$ cat src/rtl/calc_accum_datapath.sv
// Calculator accumulate datapath: decodes control-FSM toggles into events, assembles decimal entries, adds into a running total.
// Latency: a toggle change sampled at edge N is pending at N+2 and applied at N+3 at the earliest; digit strobes apply on the sampling edge.
// Backpressure: none; events are queued as pending bits (one per toggle, repeats merged) and serviced one per cycle by priority.
// Optional build macro SATURATE_EN: total saturates at all-ones on carry-out instead of wrapping.
module calc_accum_datapath #(
    parameter int WIDTH      = 16,
    parameter int MAX_DIGITS = 4
) (
    input  logic             clk,
    input  logic             reset,
    input  logic             update_tgl,
    input  logic             show_tgl,
    input  logic             store_tgl,
    input  logic             clear_tgl,
    input  logic             digit_valid,
    input  logic [3:0]       digit,
    output logic [WIDTH-1:0] entry,
    output logic [WIDTH-1:0] operand,
    output logic [WIDTH-1:0] total,
    output logic [WIDTH-1:0] display,
    output logic             show_total,
    output logic             overflow,
    output logic             entry_full,
    output logic             busy
);

    localparam int CW = $clog2(MAX_DIGITS + 1);

    // Bit positions inside the event vectors, highest index = highest priority.
    localparam int EV_SHOW   = 0;
    localparam int EV_UPDATE = 1;
    localparam int EV_STORE  = 2;
    localparam int EV_CLEAR  = 3;

    typedef enum logic {
        IDLE    = 1'b0,
        SERVICE = 1'b1
    } state_t;

    state_t          state;
    logic [3:0]      tgl_in;
    logic [3:0]      sync1;
    logic [3:0]      sync2;
    logic [3:0]      last;
    logic [3:0]      edges;
    logic [3:0]      pend;
    logic [3:0]      pend_n;
    logic [3:0]      svc;
    logic [CW-1:0]   count;
    logic [CW-1:0]   count_n;
    logic [WIDTH-1:0] entry_n;
    logic [WIDTH-1:0] entry_x10;
    logic [WIDTH:0]   sum;
    logic             digit_legal;
    logic             digit_ok;

    assign tgl_in = {clear_tgl, store_tgl, update_tgl, show_tgl};
    assign edges  = sync2 ^ last;

    // Two-flop synchronizer followed by the last-value register used for change detection.
    always_ff @(posedge clk or posedge reset) begin
        if (reset) begin
            sync1 <= '0;
            sync2 <= '0;
            last  <= '0;
        end else begin
            sync1 <= tgl_in;
            sync2 <= sync1;
            last  <= sync2;
        end
    end

    // Pick the single highest-priority pending event and compute the next pending set.
    always_comb begin
        svc    = '0;
        pend_n = '0;
        if (pend[EV_CLEAR])       svc[EV_CLEAR]  = 1'b1;
        else if (pend[EV_STORE])  svc[EV_STORE]  = 1'b1;
        else if (pend[EV_UPDATE]) svc[EV_UPDATE] = 1'b1;
        else if (pend[EV_SHOW])   svc[EV_SHOW]   = 1'b1;
        // A clear also discards any change detected in the same cycle.
        if (svc[EV_CLEAR]) pend_n = '0;
        else               pend_n = (pend & ~svc) | edges;
    end

    // Service FSM: holds pending bits, tracks IDLE/SERVICE and registers busy.
    always_ff @(posedge clk or posedge reset) begin
        if (reset) begin
            state <= IDLE;
            pend  <= '0;
            busy  <= 1'b0;
        end else begin
            pend <= pend_n;
            busy <= |pend_n;
            case (state)
                IDLE:    if (|pend_n)  state <= SERVICE;
                SERVICE: if (!(|pend_n)) state <= IDLE;
                default: state <= IDLE;
            endcase
        end
    end

    assign digit_legal = digit_valid && (digit <= 4'd9);
    assign digit_ok    = digit_legal && (count < CW'(MAX_DIGITS));
    assign entry_x10   = (entry << 3) + (entry << 1);
    assign sum         = {1'b0, total} + {1'b0, operand};

    // Next entry/count: a store empties the entry first, so a coincident digit starts a fresh entry.
    always_comb begin
        entry_n = entry;
        count_n = count;
        if (svc[EV_CLEAR]) begin
            entry_n = '0;
            count_n = '0;
        end else if (svc[EV_STORE]) begin
            if (digit_legal) begin
                entry_n = WIDTH'(digit);
                count_n = CW'(1);
            end else begin
                entry_n = '0;
                count_n = '0;
            end
        end else if (digit_ok) begin
            entry_n = entry_x10 + WIDTH'(digit);
            count_n = count + CW'(1);
        end
    end

    // Architectural registers: entry/count, operand, total, overflow and display select.
    always_ff @(posedge clk or posedge reset) begin
        if (reset) begin
            entry      <= '0;
            count      <= '0;
            entry_full <= 1'b0;
            operand    <= '0;
            total      <= '0;
            overflow   <= 1'b0;
            show_total <= 1'b0;
        end else begin
            entry      <= entry_n;
            count      <= count_n;
            entry_full <= (count_n == CW'(MAX_DIGITS));
            if (svc[EV_CLEAR]) begin
                operand    <= '0;
                total      <= '0;
                overflow   <= 1'b0;
                show_total <= 1'b0;
            end else begin
                if (svc[EV_STORE]) operand <= entry;
                if (svc[EV_UPDATE]) begin
`ifdef SATURATE_EN
                    total <= sum[WIDTH] ? {WIDTH{1'b1}} : sum[WIDTH-1:0];
`else
                    total <= sum[WIDTH-1:0];
`endif
                    overflow <= overflow | sum[WIDTH];
                end
                if (svc[EV_SHOW]) show_total <= ~show_total;
            end
        end
    end

    assign display = show_total ? total : entry;

endmodule

$ cat config.mk
export PLATFORM = sky130hd
export DESIGN_NAME = calc_accum_datapath
export DESIGN_NICKNAME = d
export VERILOG_FILES = /design/src/rtl/calc_accum_datapath.sv
export SDC_FILE = /design/constraint.sdc
export NUM_CORES = 1
export LEC_CHECK = 0
export ABC_AREA = 1
export CAP_MARGIN = 10
export CORE_ASPECT_RATIO = 0.6
export CORE_MARGIN = 3
export CORE_UTILIZATION = 50
export DETAILED_ROUTE_END_ITERATION = 6
export GPL_TIMING_DRIVEN = 0
export HOLD_SLACK_MARGIN = 0.03
export PLACE_DENSITY = 0.77
export SLEW_MARGIN = 15
export SYNTH_ARGS = -nofsm -noshare
export SYNTH_HDL_FRONTEND = slang
export SYNTH_SLANG_ARGS = --single-unit
$ cat constraint.sdc
create_clock -name clk -period 5 [get_ports clk]
set_input_delay 1 -clock clk [delete_from_list [all_inputs] [get_ports clk]]
set_output_delay 1 -clock clk [all_outputs]
set_load 0.02 [all_outputs]
Word-level counts from Yosys, hierarchy flattened
Cells that the tools add are included.

storage, ports and cells
  register bits after elaboration = 71
  output and inout port bits = 68
  bits of input ports = 11

cells by class
  bitwise gates (word level) = 6
  mux-type cells = 25
  magnitude comparators = 2
  add/subtract/negate cells = 4
  reduce and logical (&&, ||, !) cells = 7
  eq/ne operators = 1

operators by type and width
  operator                                            number
  two-way mux 16 bit                                  8
  adder 16 x 16 -> 17 bit                             1
  adder 16 bit                                        1
  adder 16 x 4 -> 16 bit                              1
  two-way mux 3 bit                                   4
  two-way mux 1 bit                                   10
  two-way mux 4 bit                                   2
  nonzero test 2 bit                                  3
  AND 4 bit                                           1
  <= comparator 4 bit (second input constant)         1
  inverter 4 bit                                      1
  OR 4 bit                                            1
  OR reduction 4 bit                                  1
  bitwise XOR 4 bit                                   1
  adder 3 x 1 -> 3 bit (second input constant)        1
  == test 3 bit (second input constant)               1
  less-than comparator 3 bit (second input constant)  1
  nonzero test 3 bit                                  1
  logical AND 1 bit                                   2
  two-way mux 2 bit                                   1
  inverter 1 bit                                      1
  OR 1 bit                                            1

Depth between registers and ports, before layout
Gate-level depths: netlist of the first run.

  depth after elaboration = 9
  mapped depth = 13
  mapped depth without buffers = 13

Worst setup path before layout of the first run
OpenSTA, ideal clock, no wires.

  path kind = input port to flip-flop
  start = input digit[3]
  end = register entry[8]
  stages on the path = 10
  data arrival time = 2.634 ns
  library setup time = 0.126 ns
  path slack = 2.239 ns
  path buffers = 0
  path through = inv_1 fa_1 inv_1 fa_1 nand3_1 nand3_1 nand2_1 nand2_1 nor2_1 o22ai_2

between the ends
  word-level cells in the longest chain between the ends = 4

RTL lines
  item                                                                  RTL line  source
  start: declaration                                                    16        input logic [3:0] digit,
  adder 16 x 4 -> 16 bit / <= comparator 4 bit (equally long branches)  124, 103
  two-way mux 16 bit / logical AND 1 bit (equally long branches)        123, 103
  two-way mux 16 bit / logical AND 1 bit (equally long branches)        115, 104
  two-way mux 16 bit / nonzero test 3 bit (equally long branches)       --
  end signal: assignment                                                140       entry <= entry_n;
  end: declaration                                                      17        output logic [WIDTH-1:0] entry,

Several ways; a longest one is shown, not always the timed one. The select of a mux whose other input is x is not followed.
A chain may end at the register's enable or synchronous reset.

Final worst setup path of the first run
  start = register show_total
  end = output display[3]

between the ends
  word-level cells in the longest chain between the ends = 1

RTL lines
  item                      RTL line  source
  start: declaration        21        output logic show_total,
  start signal: assignment  158       if (svc[EV_SHOW]) show_total <= ~show_total;
  two-way mux 16 bit        163       assign display = show_total ? total : entry;
  end: declaration          20        output logic [WIDTH-1:0] display,

No other way between the ends.

==> results.txt, run 1 <==
Status -> finished clean
Worst hold path depth -> 0
I/O pins -> 79
Initial Utilization -> 0.5359
Fraction of layout cells with a size suffix above 1 -> 0.05080
Pins Over Slew Limit -> 0
Critical path class -> reg -> out
Hold buffers post-CTS -> 0
Die span in y -> 81.44 microns
Cells taking the most area after synthesis -> dfrtp_1 37%, nand2_1 19%, ha_1 11%, inv_1 7.8%, nand3_1 4.6%
Syn Nets -> 710
Total wire length -> 13.88 mm
Htree depth -> 3
Setup TNS -> 0 ns
Endpoint class of the critical path -> output pin
DRC viols -> 0
Sequential fraction of design power -> 0.372
Clock Path Buffers -> 2
Most common cell after layout, fill and taps aside -> nand2_1
Hold Startpoint -> sync1[2]$_DFF_PP0_
Cell taking the most area after synthesis -> dfrtp_1
IO buf count -> 78
Via-to-Cell Ratio -> 5.339
Total of max-cap violations -> 0
Postcts setup bufs -> 0
Min-Delay Endpoint -> sync2[2]$_DFF_PP0_
Final Net Count -> 800
Row count -> 26
Final Cycle Share -> 0.6592
Ant. Diodes -> 0
WL/cell -> 15.88 microns
Worst R2R Start -> entry[0]$_DFFE_PP0P_
Synth Register Bits -> 71
Clk slew on worst S/H paths -> 0.07 ns
Routability congestion estimate -> 0.9026
Hold crit path type -> reg -> reg
Clk sinks -> 71
Yosys top cell area share -> 0.3747
Largest net degree at the start of global routing -> 46
Register area -> 1777 sq um
Final Hold Fails -> 0
Synthesis Warnings -> 0
Min Clock Period, post-route -> 3.296 ns
Post-Synthesis Cells -> 653
Mean Syn Cell Area -> 7.262 sq um
Multi-input combinational cell area -> 2502 sq um
Leak -> 3.170 nW
First-pass GRT wire length -> 22.89 mm
Total GRT Usage -> 0.2697
Crit start category -> register
Most frequent cells in the layout -> 238 x nand2_1, 98 x inv_1, 78 x clkdlybuf4s50_1, 71 x dfrtp_1, 44 x nand3_1
Logic pwr share -> 0.269
Mapped cell area -> 4742 sq um
# setup viols final -> 0
Area Overhead vs Synth -> 26.62%
Worst R2R Setup Slack -> 2.55 ns
Die area -> 10730 sq um
Area of the core -> 8848 sq um
Initial DRC Count -> 383
Post-synthesis sequential area ratio -> 0.3747
Overflow after GRT -> 0
Initial antenna violation count -> 0
Die X -> 131.7 microns
CTS Buf Count -> 9
Worst EP required -> 4.00 ns
Switching power total -> 0.0006347 W
Data arrival, critical path -> 2.30 ns
Worst skew pair latency -> 0.34 ns
Achievable clock frequency -> 303.4 MHz
Worst r2r path cells -> 10
Detailed Place HPWL -> 11.00 mm
Vias in the first global route -> 4505
Layout Utilization -> 0.6786
TritonCTS clock tree -> done
Pwr Density -> 296.9 nW/um^2
# fillers -> 761
Normalized max-slew margin -> 0.6388
Max IR drop VDD -> 0.2308 mV
Measured slew at the worst slew-check pin -> 0.5417 ns
PostCTS Resize Cnt -> 0
Worst-path fanout max -> 10
Clk pwr share -> 0.359
Sw Share -> 0.3560
Final ANT Viol Nets -> 0
Synth unique cells -> 32
Vias -> 4666
Reg2reg end -> entry[14]$_DFFE_PP0P_
Internal power -> 0.001148 W
RSZ-0062 raised after global routing -> false
1st-pass router iterations -> 5
Skew final -> 0.007576 ns
Clock root buffer -> clkbuf_16
synth_stat cells, drive strengths merged:
| library cell | number |
|---|---|
| nand4 | 3 |
| o21ai | 42 |
| buf | 7 |
| nor2 | 41 |
| fa | 3 |
| a211oi | 1 |
| xor2 | 3 |
| nand2 | 240 |
| nor3 | 5 |
| and2 | 1 |
| a22o | 1 |
| inv | 103 |
| nand3b | 4 |
| nand3 | 44 |
| dfrtp | 71 |
| a21oi | 18 |
| o21bai | 1 |
| xnor2 | 6 |
| clkbuf | 3 |
| o22ai | 9 |
| or2 | 1 |
| o211ai | 3 |
| ha | 43 |
state kept, by name, summed over array words and instances (netlist names):
name / count
count: 3
entry: 16
sync2: 4
pend: 4
last: 4
sync1: 4
entry_full: 1
show_total: 1
overflow: 1
busy: 1
operand: 16
total: 16
worst max path at each step:
stage	slack [ns]	to	depth (start not counted)	from
after global routing	1.65	display[3]	4	show_total$_DFFE_PP0P_
after floorplan	2.20	busy$_DFF_PP0_	1	reset
after detailed placement	1.46	entry[14]$_DFFE_PP0P_	11	digit[3]
after CTS	1.78	display[15]	4	show_total$_DFFE_PP0P_
final	1.70	display[3]	4	show_total$_DFFE_PP0P_
after global placement	1.03	total[12]$_DFFE_PP0P_	2	reset
worst max-delay path: stages (launching register included):
cell	delay (ns)
dfrtp_1	0.54
clkbuf_1	0.48
nand2_1	0.15
o21ai_0	0.14
clkdlybuf4s50_1	0.65
kinds of logic after synthesis:
kind of cell	synth area share
buffers and inverters	0.09763
AND/OR/NAND/NOR	0.2953
adder cells (fa/ha/maj)	0.1261
XOR/XNOR	0.01662
flip-flops	0.3747
AO/OA/AOI/OAI	0.08971
metrics by stage:
step / total power, W / cells / setup slack, ns / hold WS, ns / cell area [sq um]
5_1_grt: 0.001865 / 874 / 1.649 / 0.3588 / 6005
3_3_place_gp: 0.001119 / 857 / 1.033 / 0.3323 / 5680
3_5_place_dp: 0.001141 / 858 / 1.458 / 0.3413 / 5710
6_report: 0.001783 / 874 / 1.704 / 0.3543 / 6005
2_1_floorplan: 0.0009487 / 653 / 2.203 / 0.3312 / 4742
4_1_cts: 0.001786 / 874 / 1.783 / 0.3567 / 6005
per-layer routing:
layer	wire length [microns]	part of all wire	track usage
met1	6638	0.48	0.3810
met5	0	0	0
met4	179	0.013	0.05870
met3	1203	0.087	0.07405
met2	5856	0.42	0.4203
area by class of cell:
cell class,count,share of cell area
Buffer,10,0.01229
Inverter,103,0.06522
Clock inverter,7,0.01146
Timing Repair Buffer,79,0.1346
Multi-Input combinational cell,469,0.4168
Sequential cell,71,0.2959
Tap cell,126,0.02626
Clock buffer,9,0.03751
power groups by stage:
stage / Sequential, W / Clock [W] / Combinational [W]
after detailed placement: 0.000671 / 0 / 0.000469
final: 0.000663 / 0.000640 / 0.000480
after global routing: 0.000668 / 0.000672 / 0.000525
after CTS: 0.000662 / 0.000648 / 0.000476
after global placement: 0.000670 / 0 / 0.000450
after floorplan: 0.000690 / 0 / 0.000259
Note: power is estimated with default switching activity, not from simulation.
==> run 2, diff against run 1 <==
clock period = 3.4 ns   (was 5 ns; I/O delays follow)
==> results of run 2 <==
Same layout as run 1 (identical final DEF). Status: finished clean.
Among the figures that moved: setup slack after placement 1.458 ns -> 0.1778 ns; setup slack after layout 1.704 ns -> 0.4238 ns; register-to-register setup slack 2.55 ns -> 0.95 ns; total power 0.001783 W -> 0.002622 W; worst IR drop on VDD 0.2308 mV -> 0.3393 mV
==> run 3, diff against run 2 <==
GPL_ROUTABILITY_DRIVEN = 0   (was default)
==> results.txt, run 3 (synthesis gave the netlist of run 1 again) <==
Hold crit path type -> reg -> reg
WL/cell -> 15.07 microns
Hold buffers post-CTS -> 0
Worst EP required -> 2.72 ns
IO buf count -> 78
Data arrival, critical path -> 2.25 ns
PostCTS Resize Cnt -> 0
Via-to-Cell Ratio -> 5.327
Clock root buffer -> clkbuf_16
Endpoint class of the critical path -> output pin
CTS Buf Count -> 9
Pwr Density -> 426.8 nW/um^2
1st-pass router iterations -> 5
Final Net Count -> 800
Total GRT Usage -> 0.2530
Crit start category -> register
Max IR drop VDD -> 0.2717 mV
Clk sinks -> 71
Total wire length -> 13.17 mm
RSZ-0062 raised after global routing -> false
Htree depth -> 3
Die area -> 10730 sq um
Critical path class -> reg -> out
Die span in y -> 81.44 microns
Largest net degree at the start of global routing -> 42
Pins Over Slew Limit -> 0
Min Clock Period, post-route -> 2.928 ns
Detailed Place HPWL -> 10.49 mm
Final Cycle Share -> 0.8612
Area Overhead vs Synth -> 26.15%
Most common cell after layout, fill and taps aside -> nand2_1
Regs by FF count -> entry x16, operand x16, total x16
Crit-path slowest cell -> clkdlybuf4s50_1
Overflow after GRT -> 0
# setup viols final -> 0
DRC viols -> 0
Normalized max-slew margin -> 0.6467
Layout Utilization -> 0.6760
Die X -> 131.7 microns
TritonCTS clock tree -> done
First-pass GRT wire length -> 21.36 mm
Final Hold Fails -> 0
Leak -> 3.148 nW
Area of the core -> 8848 sq um
Worst-path fanout max -> 10
Final ANT Viol Nets -> 0
Initial antenna violation count -> 0
Initial Utilization -> 0.5359
Measured slew at the worst slew-check pin -> 0.5300 ns
Vias in the first global route -> 4256
Achievable clock frequency -> 341.5 MHz
Skew final -> 0.006524 ns
Clk slew on worst S/H paths -> 0.06 ns
Ant. Diodes -> 0
Clock Path Buffers -> 2
Most frequent cells in the layout -> 238 x nand2_1, 98 x inv_1, 78 x clkdlybuf4s50_1, 71 x dfrtp_1, 44 x nand3_1
Fraction of layout cells with a size suffix above 1 -> 0.05080
Status -> finished clean
Final hold slack -> 0.3515 ns
Crit-path cells -> clkbuf_1 -> nand2_1 -> o21ai_0 -> clkdlybuf4s50_1
Vias -> 4656
Worst skew pair latency -> 0.34 ns
# fillers -> 753
Postcts setup bufs -> 0
I/O pins -> 79
Total of max-cap violations -> 0
Initial DRC Count -> 373
Row count -> 26
Max stage delay on crit path -> 0.67 ns
==> run 3: power breakdown <==
group | internal (W) | switching, W | leakage, nW
registers | 0.000904 | 0.0000692 | 0.945
logic | 0.000262 | 0.000425 | 2.07
clock network | 0.000500 | 0.000393 | 0.129
==> run 3: final timing paths <==
path	startpoint	endpoint	slack [ns]	cells after the start
min in group asynchronous	reset	entry[1]$_DFFE_PP0P_	0.69	2
hold reg to reg	sync1[2]$_DFF_PP0_	sync2[2]$_DFF_PP0_	0.35	0
setup reg to reg	entry[0]$_DFFE_PP0P_	entry[14]$_DFFE_PP0P_	0.94	11
setup / recovery	show_total$_DFFE_PP0P_	display[15]	0.47	4
hold / removal	sync1[2]$_DFF_PP0_	sync2[2]$_DFF_PP0_	0.35	0
max in group asynchronous	reset	total[15]$_DFFE_PP0P_	2.16	3
==> run 3: worst max-delay path: cells and delay by family (launching register included) <==
kind	cells	cell delay, ns
compound gates	1	0.16
flops	1	0.52
buf+inv	2	1.14
simple gates	1	0.09
==> run 3: through the flow <==
step,cells,setup slack (ns),setup TNS (ns),total power [W],area [sq um]
3_3_place_gp,857,-0.2565,-17.85,0.001644,5680
2_1_floorplan,653,0.9234,0,0.001395,4742
6_report,874,0.4718,0,0.002553,5982
5_1_grt,874,0.3824,0,0.002670,5982
3_5_place_dp,858,0.2222,0,0.001666,5703
4_1_cts,874,0.5372,0,0.002566,5982
==> run 3: final cells by class <==
class	instances	area [sq um]	share of cell area
plain buffers	10	73.82	0.01234
clock buffers	9	225.2	0.03765
clock inverters	7	53.80	0.008994
inverters	103	391.6	0.06547
multi-input cells	469	2502	0.4183
flip-flops and latches	71	1777	0.2970
well taps	126	157.7	0.02635
repair buffers	79	800.8	0.1339
==> run 3: per-layer routing <==
layer | GRT usage | part of all wire
met1 | 0.3602 | 0.47
met4 | 0.06289 | 0.014
met5 | 0 | 0
met2 | 0.3787 | 0.41
met3 | 0.07834 | 0.10
==> RTL change 1: new RTL, flow settings as in run 2 <==
Set the parameter `WIDTH` to 14 (it was 16).
--- a/src/rtl/calc_accum_datapath.sv
+++ b/src/rtl/calc_accum_datapath.sv
@@ -3,7 +3,7 @@
 // Backpressure: none; events are queued as pending bits (one per toggle, repeats merged) and serviced one per cycle by priority.
 // Optional build macro SATURATE_EN: total saturates at all-ones on carry-out instead of wrapping.
 module calc_accum_datapath #(
-    parameter int WIDTH      = 16,
+    parameter int WIDTH      = 14,
     parameter int MAX_DIGITS = 4
 ) (
     input  logic             clk,
Interface: changed (resized display, entry, operand and total); port bits go from 79 to 71. The function was not compared with the original's and may differ.
==> RTL change 1 against run 2 <==
  * Design area fell by 12%
  * Synthesized area shrank 13%
  * Clock power is 6.5% lower
  * Power fell by 7.2%
  * Setup slack improved by 0.13 ns
  * Routed wire length decreased by 20%
  * Sequential cell count shrank 6
  * Die area shrank 12%
  * Fmax rose by 4.7%
  * Largest cell class unchanged
  * Largest power group unchanged
==> RTL change 1: results (changes against run 2) <==
<table>
<tr><th>Metric</th><th>Value</th></tr>
<tr><th colspan="2">Cells and area</th></tr>
<tr><td>Share of layout cells above drive strength 1</td><td>5.29% (was 5.08%)</td></tr>
<tr><td>Nets</td><td>689 (was 800)</td></tr>
<tr><th colspan="2">Place</th></tr>
<tr><td>IO Port Bufs</td><td>70 (was 78)</td></tr>
<tr><td>Pre-CTS setup slack</td><td>0.241 ns (was 0.178 ns)</td></tr>
<tr><td>Final Wtd Congestion</td><td>0.929 (was 0.903)</td></tr>
<tr><td>Estimated wirelength of the detail-placed design</td><td>8.66 mm (was 11.0 mm)</td></tr>
<tr><th colspan="2">Worst setup path</th></tr>
<tr><td>Worst-path fanout max</td><td>3 (was 10)</td></tr>
<tr><td>Arr. time, crit path</td><td>3.06 ns (was 2.30 ns)</td></tr>
<tr><th colspan="2">Power and ir drop</th></tr>
<tr><td>Clk pwr share</td><td>36.2% (was 35.9%)</td></tr>
<tr><td>Leakage power total</td><td>2.73 nW (was 3.17 nW)</td></tr>
<tr><td>Worst ir drop on vdd</td><td>0.000339 V (about the same)</td></tr>
<tr><th colspan="2">Global route</th></tr>
<tr><td>Overall global routing resource usage</td><td>24.7% (was 27.0%)</td></tr>
<tr><td>Met2 track demand over resource in global routing</td><td>35.9% (was 42.0%)</td></tr>
<tr><td>GR Layer Usage met1</td><td>37.3% (was 38.1%)</td></tr>
<tr><td>Global routing usage on met3</td><td>5.93% (was 7.41%)</td></tr>
<tr><td>First-pass GRT wire length</td><td>18.3 mm (was 22.9 mm)</td></tr>
<tr><td>Maximum number of pins on one net before global-route repair</td><td>62 (was 46)</td></tr>
<tr><td>Number of global-route vias before repair</td><td>3,637 (was 4,505)</td></tr>
<tr><th colspan="2">Logic synthesis</th></tr>
<tr><td>Leading cell types by total area after synthesis</td><td>dfrtp_1, nand2_1, ha_1, inv_1, o21ai_0 (was dfrtp_1, nand2_1, ha_1, inv_1, nand3_1)</td></tr>
<tr><td>Most common library cells after synthesis</td><td>nand2_1, inv_1, dfrtp_1, nor2_1, ha_1 (was nand2_1, inv_1, dfrtp_1, nand3_1, ha_1)</td></tr>
<tr><td>Post-synth net total</td><td>607 (was 710)</td></tr>
<tr><td>Cell variety after synth</td><td>35 (was 32)</td></tr>
<tr><td>Cell count after synthesis</td><td>556 (was 653)</td></tr>
<tr><th colspan="2">Run status</th></tr>
<tr><td>Outcome</td><td>finished, final reports clean (unchanged)</td></tr>
<tr><th colspan="2">Clock network</th></tr>
<tr><td>Buffer type at the clock tree root</td><td>clkbuf_16 (unchanged)</td></tr>
<tr><th colspan="2">Timing</th></tr>
<tr><td>Relative max-transition margin</td><td>64.7% (was 63.9%)</td></tr>
<tr><td>Post-route clock skew</td><td>0.00793 ns (was 0.00758 ns)</td></tr>
<tr><th colspan="2">Route</th></tr>
<tr><td>DR vias</td><td>3,913 (was 4,666)</td></tr>
<tr><td>Violation count after the first detailed-routing iteration</td><td>297 (was 383)</td></tr>
</table>
[RTL change 1: final timing paths]
path	startpoint	endpoint	slack [ns]	depth (start not counted)
setup / recovery	digit[3]	entry[8]$_DFFE_PP0P_	0.56	10
hold / removal	sync1[0]$_DFF_PP0_	sync2[0]$_DFF_PP0_	0.35	0
setup reg to reg	entry[0]$_DFFE_PP0P_	entry[8]$_DFFE_PP0P_	0.95	9
hold reg to reg	sync1[0]$_DFF_PP0_	sync2[0]$_DFF_PP0_	0.35	0
max in group asynchronous	reset	entry[12]$_DFFE_PP0P_	2.34	3
min in group asynchronous	reset	entry[0]$_DFFE_PP0P_	0.57	2
[RTL change 1: per-stage QoR]
step / hold WS, ns / utilization, % / instance area (um2) / total power, mW / instances
5_1_grt: 0.361 / 69.2 / 5280 / 2.56 / 747
4_1_cts: 0.350 / 69.2 / 5280 / 2.44 / 747
3_5_place_dp: 0.336 / 65.4 / 4990 / 1.55 / 731
6_report: 0.349 / 69.2 / 5280 / 2.43 / 747
2_1_floorplan: 0.331 / - / 4130 / 1.29 / 556
3_3_place_gp: 0.333 / 65.0 / 4960 / 1.53 / 730
[RTL change 1: critical path: stages]
cell and delay (ns):
clkdlybuf4s50_1 0.49, inv_1 0.09, fa_1 0.53, fa_1 0.54
nor2_1 0.17, nor2_1 0.08, o21ai_0 0.23, a21oi_1 0.10
o21ai_0 0.08, nand2_1 0.06
[RTL change 1: area by class of cell]
class | count | area, um2
plain buffers | 7 | 40.0
clock buffers | 9 | 225
clock inverters | 7 | 60.1
fillers | 630 | 2350
inverters | 86 | 328
multi-input cells | 398 | 2140
flip-flops and latches | 65 | 1630
well taps | 104 | 130
repair buffers | 71 | 728
[RTL change 1: cell families after synthesis]
| family | share of synthesized area, % |
|---|---|
| compound gates | 10.4 |
| xor+xnor | 1.27 |
| fa+ha+maj | 12.7 |
| buf+inv | 8.85 |
| flops | 39.4 |
| simple gates | 27.4 |
[RTL change 1: power by group through the flow]
stage               clock, mW  combinational (mW)  sequential (mW)
CTS                     0.892               0.647            0.902
global route            0.938               0.714            0.910
finish                  0.881               0.649            0.903
floorplan                   0               0.350            0.943
global placement            0               0.622            0.911
detailed placement          0               0.641            0.913
[RTL change 1: metal layers]
metal / up-vias / wire, um
met5: - / 0
met4: 0 / 89
met3: 10 / 1020
met2: 158 / 4610
met1: 1810 / 5440
li1: 1935 / -
==> RTL change 2: new RTL, config.mk and constraints of run 2 <==
Without the edit above. Put one more register stage on the output `overflow`, without a reset. The value now appears one clock later. The other outputs are not delayed to match.
--- a/src/rtl/calc_accum_datapath.sv
+++ b/src/rtl/calc_accum_datapath.sv
@@ -36,6 +36,8 @@
         IDLE    = 1'b0,
         SERVICE = 1'b1
     } state_t;
+
+    logic overflow_s0;
 
     state_t          state;
     logic [3:0]      tgl_in;
@@ -134,7 +136,7 @@
             entry_full <= 1'b0;
             operand    <= '0;
             total      <= '0;
-            overflow   <= 1'b0;
+            overflow_s0 <= 1'b0;
             show_total <= 1'b0;
         end else begin
             entry      <= entry_n;
@@ -143,7 +145,7 @@
             if (svc[EV_CLEAR]) begin
                 operand    <= '0;
                 total      <= '0;
-                overflow   <= 1'b0;
+                overflow_s0 <= 1'b0;
                 show_total <= 1'b0;
             end else begin
                 if (svc[EV_STORE]) operand <= entry;
@@ -153,7 +155,7 @@
 `else
                     total <= sum[WIDTH-1:0];
 `endif
-                    overflow <= overflow | sum[WIDTH];
+                    overflow_s0 <= overflow_s0 | sum[WIDTH];
                 end
                 if (svc[EV_SHOW]) show_total <= ~show_total;
             end
@@ -162,5 +164,9 @@
 
     assign display = show_total ? total : entry;
 
+    always_ff @(posedge clk) begin
+        overflow <= overflow_s0;
+    end
+
 endmodule
 
Function: same outputs for any inputs over 4 cycles, from zero or initial values and one cycle with reset high; that may be too few to reach the edited logic, so the function may still have changed.
==> RTL change 2 against run 2 <==
  * Sequential share of layout area is 0.074 points higher
  * Setup slack better by 0.032 ns
  * Routed wire length is 0.90% lower
  * Sequential cell count is 1 higher
  * Synthesized area is 0.42% higher
  * Power is 4.2% higher
  * Fmax is 1.1% higher
  * Design area is 0.88% higher
==> RTL change 2: results (changes against run 2) <==
<table>
<tr><th>Metric</th><th>Value</th></tr>
<tr><th colspan="2">Cells and area</th></tr>
<tr><td>Nets</td><td>801 (was 800)</td></tr>
<tr><td>Share of layout cells above drive strength 1</td><td>5.07% (was 5.08%)</td></tr>
<tr><td>Final cell count without fillers</td><td>875 (was 874)</td></tr>
<tr><td>Total of fill cells in the finished design</td><td>776 (was 761)</td></tr>
<tr><th colspan="2">Route</th></tr>
<tr><td>First drt pass iteration count</td><td>6 (was 5)</td></tr>
<tr><td>Violation count after the first detailed-routing iteration</td><td>555 (was 383)</td></tr>
<tr><td>Vias per cell</td><td>5.40 (was 5.34)</td></tr>
<tr><td>WL final</td><td>13.8 mm (was 13.9 mm)</td></tr>
<tr><th colspan="2">Logic synthesis</th></tr>
<tr><td>Post-Synth XOR/XNOR Area</td><td>1.66% (about the same)</td></tr>
<tr><td>Adder-cell share of the synthesized area</td><td>12.6% (about the same)</td></tr>
<tr><td>Post-synth net total</td><td>711 (was 710)</td></tr>
<tr><td>Warnings from Yosys</td><td>0 (unchanged)</td></tr>
<tr><td>Cell variety after synth</td><td>33 (was 32)</td></tr>
<tr><td>Sequential area share after synthesis</td><td>37.7% (was 37.5%)</td></tr>
<tr><td>Syn avg cell area</td><td>7.28 um2 (was 7.26 um2)</td></tr>
<tr><th colspan="2">Run status</th></tr>
<tr><td>Outcome</td><td>finished, final reports clean (unchanged)</td></tr>
<tr><th colspan="2">Worst setup path</th></tr>
<tr><td>Biggest cell delay along the critical path</td><td>0.53 ns (was 0.65 ns)</td></tr>
<tr><td>Arr. time, crit path</td><td>3.17 ns (was 2.30 ns)</td></tr>
<tr><td>R2R setup slack</td><td>0.89 ns (was 0.95 ns)</td></tr>
<tr><td>Crit path max-delay cell type</td><td>fa_1 (was clkdlybuf4s50_1)</td></tr>
<tr><td>Family with the most delay on the worst path</td><td>adder cells (was buffers and inverters)</td></tr>
<tr><th colspan="2">Place</th></tr>
<tr><td>Estimated wirelength of the detail-placed design</td><td>10.8 mm (was 11.0 mm)</td></tr>
<tr><td>Final Wtd Congestion</td><td>0.893 (was 0.903)</td></tr>
<tr><td>DP Cell Count</td><td>859 (was 858)</td></tr>
<tr><th colspan="2">Timing</th></tr>
<tr><td>Worst hold slack</td><td>0.350 ns (was 0.354 ns)</td></tr>
<tr><th colspan="2">Global route</th></tr>
<tr><td>First-pass GRT wire length</td><td>22.5 mm (was 22.9 mm)</td></tr>
<tr><td>Initial antenna violation count</td><td>0 (unchanged)</td></tr>
<tr><td>Number of global-route vias before repair</td><td>4,457 (was 4,505)</td></tr>
<tr><th colspan="2">Power and ir drop</th></tr>
<tr><td>Worst ir drop on vdd</td><td>0.000375 V (was 0.000339 V)</td></tr>
</table>
-- RTL change 2: power breakdown --
part           internal (mW)  switching [mW]
registers              0.916          0.0714
clock network          0.650           0.399
logic                  0.264           0.431
total                   1.83           0.901
-- RTL change 2: cells by family (layout without fill, tap and decap cells) --
| group | after synthesis | in the layout |
|---|---|---|
| xor+xnor | 9 | 9 |
| flops | 72 | 72 |
| simple gates | 339 | 339 |
| compound gates | 75 | 75 |
| fa+ha+maj | 46 | 46 |
| buf+inv | 113 | 208 |
-- RTL change 2: layout make-up --
cell class                      instances  area [um2]  area share, %
Clock buffer                            9         225           3.72
Buffer                                 10        73.8           1.22
Multi-Input combinational cell        469        2500           41.3
Tap cell                              126         158           2.60
Timing Repair Buffer                   79         808           13.3
Clock inverter                          7         101           1.67
Inverter                              103         392           6.47
Sequential cell                        72        1800           29.7
-- RTL change 2: worst reg2reg max path, stage by stage, from the launching register on --
cell and delay [ns]:
dfrtp_1 0.38, inv_1 0.13, fa_1 0.52, inv_1 0.07
fa_1 0.50, nand3_1 0.12, nand3_1 0.21, nand3_1 0.20
nand4_1 0.10, nand3_1 0.11, nand2_1 0.07
-- RTL change 2: per-layer routing --
metal	vias to the layer above	global-route usage (%)	part of all wire, %
met3	24	7.89	11
met5	-	0	0
met2	258	39.8	41
met4	0	5.45	1.0
li1	2249	-	-
met1	2191	38.7	48
-- RTL change 2: path summary, 6_finish.rpt --
path / from / cells after the start / endpoint
worst max register to register: entry[0]$_DFFE_PP0P_ / 10 / entry[14]$_DFFE_PP0P_
worst max-delay path: digit[3] / 11 / entry[14]$_DFFE_PP0P_
worst min register to register: sync1[0]$_DFF_PP0_ / 0 / sync2[0]$_DFF_PP0_
min in group asynchronous: reset / 2 / pend[2]$_DFF_PP0_
worst min-delay path: sync1[0]$_DFF_PP0_ / 0 / sync2[0]$_DFF_PP0_
max in group asynchronous: reset / 3 / operand[9]$_DFFE_PP0P_
-- RTL change 2: metrics by stage --
stage / TNS (ns) / cell area, um2 / setup slack (ns)
6_report: 0 / 6060 / 0.456
5_1_grt: 0 / 6060 / 0.366
4_1_cts: 0 / 6060 / 0.491
3_5_place_dp: 0 / 5730 / 0.135
2_1_floorplan: 0 / 4760 / 0.923
3_3_place_gp: -17.15 / 5700 / -0.248
